**src/rtl/mem_ctrl_pkg.sv**
```systemverilog
// Shared encodings for the RAM access controller: size codes, error codes, FSM states
// and the request legality check.
package mem_ctrl_pkg;

    localparam logic [1:0] SZ_BYTE = 2'b00;
    localparam logic [1:0] SZ_HALF = 2'b01;
    localparam logic [1:0] SZ_WORD = 2'b11;

    localparam logic [1:0] ERR_NONE    = 2'b00;
    localparam logic [1:0] ERR_ALIGN   = 2'b01;
    localparam logic [1:0] ERR_SIZE    = 2'b10;
    localparam logic [1:0] ERR_TIMEOUT = 2'b11;

    typedef enum logic [1:0] {
        ST_IDLE  = 2'b00,
        ST_ISSUE = 2'b01,
        ST_WAIT  = 2'b10,
        ST_DONE  = 2'b11
    } memState_e;

    // Only the two low address bits matter for alignment.
    function automatic logic [1:0] accessError(input logic [1:0] sz, input logic [1:0] lowAddr);
        case (sz)
            SZ_BYTE: return ERR_NONE;
            SZ_HALF: return lowAddr[0] ? ERR_ALIGN : ERR_NONE;
            SZ_WORD: return (lowAddr != 2'b00) ? ERR_ALIGN : ERR_NONE;
            default: return ERR_SIZE;
        endcase
    endfunction

endpackage

```
**src/rtl/load_formatter.sv**
```systemverilog
// Load data formatter: keeps the accessed byte/halfword of the RAM read word and
// zero- or sign-extends it, discarding the RAM's stale upper bits.
module load_formatter
    import mem_ctrl_pkg::*;
(
    input  logic [1:0]  size,
    input  logic        signLd,
    input  logic [31:0] dataOut,
    output logic [31:0] result
);

    always_comb begin
        result = dataOut;
        case (size)
            SZ_BYTE: result = {{24{signLd & dataOut[7]}}, dataOut[7:0]};
            SZ_HALF: result = {{16{signLd & dataOut[15]}}, dataOut[15:0]};
            default: result = dataOut;
        endcase
    end

endmodule

```
**src/rtl/mem_access_ctrl.sv**
```systemverilog
// Single-outstanding load/store sequencer in front of the 512x8 RAM level handshake.
// Optional WAIT timeout abort is compiled in with MEMCTRL_TIMEOUT_EN.
module mem_access_ctrl
    import mem_ctrl_pkg::*;
#(
    parameter int TIMEOUT_CYCLES = 16
) (
    input  logic        Clk,
    input  logic        Reset,
    input  logic        req,
    input  logic        we,
    input  logic [8:0]  addr,
    input  logic [31:0] wdata,
    input  logic [1:0]  size,
    input  logic        sign_ld,
    output logic        busy,
    output logic        done,
    output logic [1:0]  err,
    output logic [31:0] rdata,
    output logic        memFuncActive,
    output logic        readWrite,
    output logic [8:0]  address,
    output logic [31:0] dataIn,
    output logic [1:0]  dataSize,
    input  logic        memFuncComplete,
    input  logic [31:0] dataOut
);

    if (TIMEOUT_CYCLES < 1) begin : gBadTimeout
        $error("TIMEOUT_CYCLES must be at least 1");
    end

    memState_e   state, stateNext;
    logic [1:0]  errReg, errNext, reqErr;
    logic [31:0] rdataReg, fmtData;
    logic        signLdReg;
    logic        accept, captureLoad, timeoutHit;

`ifdef MEMCTRL_TIMEOUT_EN
    localparam int CNT_W = $clog2(TIMEOUT_CYCLES + 1);
    logic [CNT_W-1:0] waitCnt;

    assign timeoutHit = ((waitCnt + CNT_W'(1)) == CNT_W'(TIMEOUT_CYCLES)) && !memFuncComplete;

    always_ff @(posedge Clk or posedge Reset) begin
        if (Reset)
            waitCnt <= '0;
        else if (state == ST_ISSUE)
            waitCnt <= '0;
        else if (state == ST_WAIT)
            waitCnt <= waitCnt + CNT_W'(1);
    end
`else
    assign timeoutHit = 1'b0;
`endif

    load_formatter uFormatter (
        .size    (dataSize),
        .signLd  (signLdReg),
        .dataOut (dataOut),
        .result  (fmtData)
    );

    assign reqErr = accessError(size, addr[1:0]);

    always_comb begin
        stateNext   = state;
        errNext     = errReg;
        accept      = 1'b0;
        captureLoad = 1'b0;
        case (state)
            ST_IDLE: begin
                if (req) begin
                    accept  = 1'b1;
                    errNext = reqErr;
                    // Rejected requests never touch the RAM handshake.
                    stateNext = (reqErr != ERR_NONE) ? ST_DONE : ST_ISSUE;
                end
            end
            ST_ISSUE: stateNext = ST_WAIT;
            ST_WAIT: begin
                if (memFuncComplete) begin
                    captureLoad = !readWrite;
                    errNext     = ERR_NONE;
                    stateNext   = ST_DONE;
                end else if (timeoutHit) begin
                    errNext   = ERR_TIMEOUT;
                    stateNext = ST_DONE;
                end
            end
            ST_DONE: stateNext = ST_IDLE;
            default: stateNext = ST_IDLE;
        endcase
    end

    always_ff @(posedge Clk or posedge Reset) begin
        if (Reset) begin
            state     <= ST_IDLE;
            errReg    <= ERR_NONE;
            rdataReg  <= '0;
            readWrite <= 1'b0;
            address   <= '0;
            dataIn    <= '0;
            dataSize  <= SZ_BYTE;
            signLdReg <= 1'b0;
        end else begin
            state  <= stateNext;
            errReg <= errNext;
            if (accept) begin
                readWrite <= we;
                address   <= addr;
                dataIn    <= wdata;
                dataSize  <= size;
                signLdReg <= sign_ld;
            end
            if (captureLoad)
                rdataReg <= fmtData;
        end
    end

    // Decoded from the state register so reset drops the RAM request asynchronously.
    assign memFuncActive = (state == ST_ISSUE) || (state == ST_WAIT);
    assign busy          = (state != ST_IDLE);
    assign done          = (state == ST_DONE);
    assign err           = errReg;
    assign rdata         = rdataReg;

endmodule
```
**config.mk**
```make
export PLATFORM = sky130hd
export DESIGN_NAME = mem_access_ctrl
export DESIGN_NICKNAME = d
export VERILOG_FILES = /design/src/rtl/mem_ctrl_pkg.sv /design/src/rtl/load_formatter.sv /design/src/rtl/mem_access_ctrl.sv
export SDC_FILE = /design/constraint.sdc
export NUM_CORES = 1
export LEC_CHECK = 0
export CAP_MARGIN = 10
export CORE_ASPECT_RATIO = 1.4
export CORE_MARGIN = 3
export CORE_UTILIZATION = 42
export DETAILED_ROUTE_END_ITERATION = 10
export PLACE_DENSITY_LB_ADDON = 0.05
export SLEW_MARGIN = 20
export SYNTH_ARGS = -nofsm -noshare
export SYNTH_HDL_FRONTEND = slang
export SYNTH_HIERARCHICAL = 1
export SYNTH_SLANG_ARGS = --single-unit
```
**constraint.sdc**
```tcl
create_clock -name Clk -period 3.07 [get_ports Clk]
set_clock_uncertainty 0.1 [all_clocks]
set_input_delay 0.307 -clock Clk [delete_from_list [all_inputs] [get_ports Clk]]
set_output_delay 0.307 -clock Clk [all_outputs]
set_load 0.03 [all_outputs]
```
==> impl_results.rst <==
.. list-table::
   :header-rows: 1

   * - Metric
     - Value
   * - Run status
     - finished clean
   * - CP Class
     - reg -> out
   * - Maximum level of the CTS H-tree
     - 3
   * - Slew at the pin closest to its max-slew limit
     - approximately 0.88 ns
   * - Biggest fanout along the worst timing path
     - 6
   * - Input/output buffers
     - approximately 160
   * - First drt pass iteration count
     - 4
   * - TritonCTS clock tree
     - built
   * - Met1 Use GR
     - about 22%
   * - Max-Cap Viols
     - 0
   * - Via total after detailed routing
     - ~2600
   * - Final period utilization
     - about three quarters
   * - Total of fill cells in the finished design
     - between 600 and 700
   * - Initial antenna violation count
     - 0
   * - Primary FF master, synth
     - dfrtp_1
   * - Number of buffers added for setup after CTS
     - 0
   * - Final setup TNS
     - 0 ns
   * - Total Routed Length
     - approximately 8600 um
   * - Final HPWL from detailed placement
     - between 6000 and 7000 um
   * - Critical path data required time
     - 2.66 ns
   * - Sequential element share of the synthesized area
     - a little under three fifths
   * - Most Crowded Layer GR
     - met2
   * - Slew Viols, Final
     - 0
   * - Maximum vdd ir drop
     - 723 uV
   * - Vertical extent of the die
     - ~120 um
   * - Seq cells post-synth
     - 81
   * - Power density over cell area
     - between 1000 and 1500 mW/mm^2
   * - Clock tree buffer depth
     - 2
   * - Largest net degree at the start of global routing
     - 43
   * - Type of element launching the critical path
     - flip-flop
   * - P&R area growth vs syn
     - 52.3%
   * - Core outline area
     - 0.00830 mm^2
   * - Crit path time final
     - around 2.3 ns
   * - Aggregate global-route resource usage
     - roughly 18%
   * - Via count of the first global-routing pass
     - ~2700
   * - Die Outline Area
     - around 0.01 mm^2
   * - Global-route track usage on met3
     - between 6 and 7%
   * - Antenna diode count
     - 0
   * - Leak Pwr
     - approximately 0.0025 uW
   * - Count of pins on the block boundary
     - 162
   * - Setup repair after global routing missed its margin
     - no
   * - Vias per Instance
     - 5.02
   * - Final hold violation count
     - 0
   * - Post-Synthesis Cell Area
     - about 0.0036 mm^2
   * - # resized after CTS
     - 0
   * - Grt met2 use
     - 29.0%
   * - Clock latency on the worst-skew pair
     - 0.33 ns
   * - Max frequency
     - between 0.4 and 0.5 GHz
   * - Die width
     - 84.8 um
   * - DRC
     - 0
   * - Cell Count Post-Placement
     - 505
   * - Proportion of synthesized flip-flops having asynchronous set or reset
     - 100%
   * - Total setup violations reported at the end of the flow
     - 0
   * - Effective utilization at floorplan
     - about 44%
   * - Number of enable flip-flop cells after synthesis
     - 0
   * - Num Clock Sinks
     - a little over 80
   * - Average instance area after synthesis
     - ~14 um^2
   * - Antenna-violating nets left
     - 0
   * - Routability congestion estimate
     - 0.843
   * - Share of cells above drive strength 1
     - between 20% and 30%
   * - Unique cell type count in the Yosys netlist
     - 28
   * - Max-Slew Margin vs Limit
     - approximately 41%
   * - Placement Rows
     - 39
   * - Number of nets in the layout
     - 498
   * - Crit path capture type
     - output pin
   * - Clock slew seen by the registers of the worst setup and hold paths
     - about 0.06 ns
   * - Wire length of the first global-routing pass
     - ~14000 um
   * - Post-Syn Nets
     - between 300 and 400
   * - DRC marker count from the first detailed-route iteration
     - 91
   * - Number of buffers created by CTS
     - 9
   * - Detail-routed net length per standard cell
     - roughly 16 um
   * - Synthesis warning total
     - 6
   * - Remaining global-route overflow
     - 0
   * - Critical path data arrival time
     - 1.85 ns
   * - Gate count after technology mapping
     - ~260
   * - Master cell of the clock root buffer
     - clkbuf_16
   * - Hold buffer count at CTS
     - 0
   * - Hold WC Path Type
     - in -> async
   * - Final cell count without fillers
     - between 500 and 600
-- stage by stage --
stage / util [%] / power [uW] / hold slack, ns / worst slack [ns] / area, um^2
CTS: 67.0 / 6710 / 0.311 / 0.798 / 5560
global placement: 63.1 / 5450 / 0.387 / 0.811 / 5240
floorplan: - / 4160 / 0.356 / 0.583 / 3650
global route: 67.0 / 6980 / 0.344 / 0.726 / 5560
detailed placement: 63.1 / 5520 / 0.391 / 0.787 / 5240
finish: 67.0 / 6620 / 0.292 / 0.816 / 5560
-- critical path: stages, from the launching register on --
cell	delay (ns)
dfrtp_1	0.39
inv_1	0.06
ha_1	0.25
inv_1	0.14
clkdlybuf4s50_1	0.69
-- layout by cell type (no fill, tap or decap), drive strengths merged --
cell,count
nor2b,2
inv,5
o211ai,1
mux2,76
nand2b,2
nand4bb,1
nand3b,1
buf,4
clkdlybuf4s50,161
nand2,27
clkinv,1
o31ai,2
mux2i,1
o21ai,27
o41ai,1
ha,3
a221oi,1
clkbuf,14
nor2,2
dfrtp,81
bufinv,2
o22ai,1
nand4,1
a21oi,2
-- cell usage after synthesis, types with 2 or more instances --
master	n	area (um^2)
a21oi_1	2	10.0
buf_2	4	20.0
buf_4	8	60.1
buf_6	10	113
dfrtp_1	81	2030
ha_1	3	37.5
inv_1	6	22.5
mux2_2	49	552
mux2_4	27	405
nand2_1	26	97.6
nor2_1	2	7.51
nor2b_1	2	12.5
o21ai_0	17	85.1
o21ai_1	6	30.0
o21ai_2	4	35.0
o31ai_1	2	15.0
-- final cells by class --
class / count / area (um^2) / area share, %
Sequential cell: 81 / 2030 / 36.5
Timing Repair Buffer: 165 / 1650 / 29.7
Multi-Input combinational cell: 151 / 1400 / 25.2
Clock buffer: 14 / 264 / 4.75
Tap cell: 102 / 128 / 2.30
Clock inverter: 2 / 60.1 / 1.08
Inverter: 6 / 23.8 / 0.428
-- state kept, by name (all words and copies together) (netlist names) --
| name | cells |
|---|---|
| rdata | 32 |
| state | 2 |
| dataIn | 32 |
| readWrite | 1 |
| signLdReg | 1 |
| dataSize | 2 |
| err | 2 |
| address | 9 |
-- power breakdown --
group	internal, uW	switching (uW)
Sequential	1590	307
Clock	757	392
Combinational	1710	1860
-- logic make-up after synthesis --
logic type	after synthesis	share of synthesized area, %
multiplexers	77	26.8
AND/OR/NAND/NOR	36	4.73
flip-flops	81	55.5
AO/OA/AOI/OAI	35	5.86
buffers and inverters	29	6.00
adder cells (fa/ha/maj)	3	1.03
-- metal layers --
| layer | vias to the layer above | share of wire [%] |
|---|---|---|
| li1 | 1208 | - |
| met4 | 0 | 1.6 |
| met2 | 108 | 49 |
| met3 | 9 | 9.5 |
| met1 | 1290 | 40 |
| met5 | - | 0 |
-- worst paths after layout --
| path | end | cells after the start | slack [ns] | start |
|---|---|---|---|---|
| worst max register to register | rdata[24] | 4 | 0.87 | state[0] |
| min in group Clk | rdata[21] | 1 | 0.40 | rdata[21] |
| worst min-delay path | dataIn[2] | 2 | 0.29 | Reset |
| max in group asynchronous | rdata[26] | 3 | 1.92 | Reset |
| worst max-delay path | busy | 4 | 0.82 | state[1] |
| worst min register to register | rdata[21] | 1 | 0.40 | rdata[21] |
No activity file was read; power rests on OpenSTA's default activity.
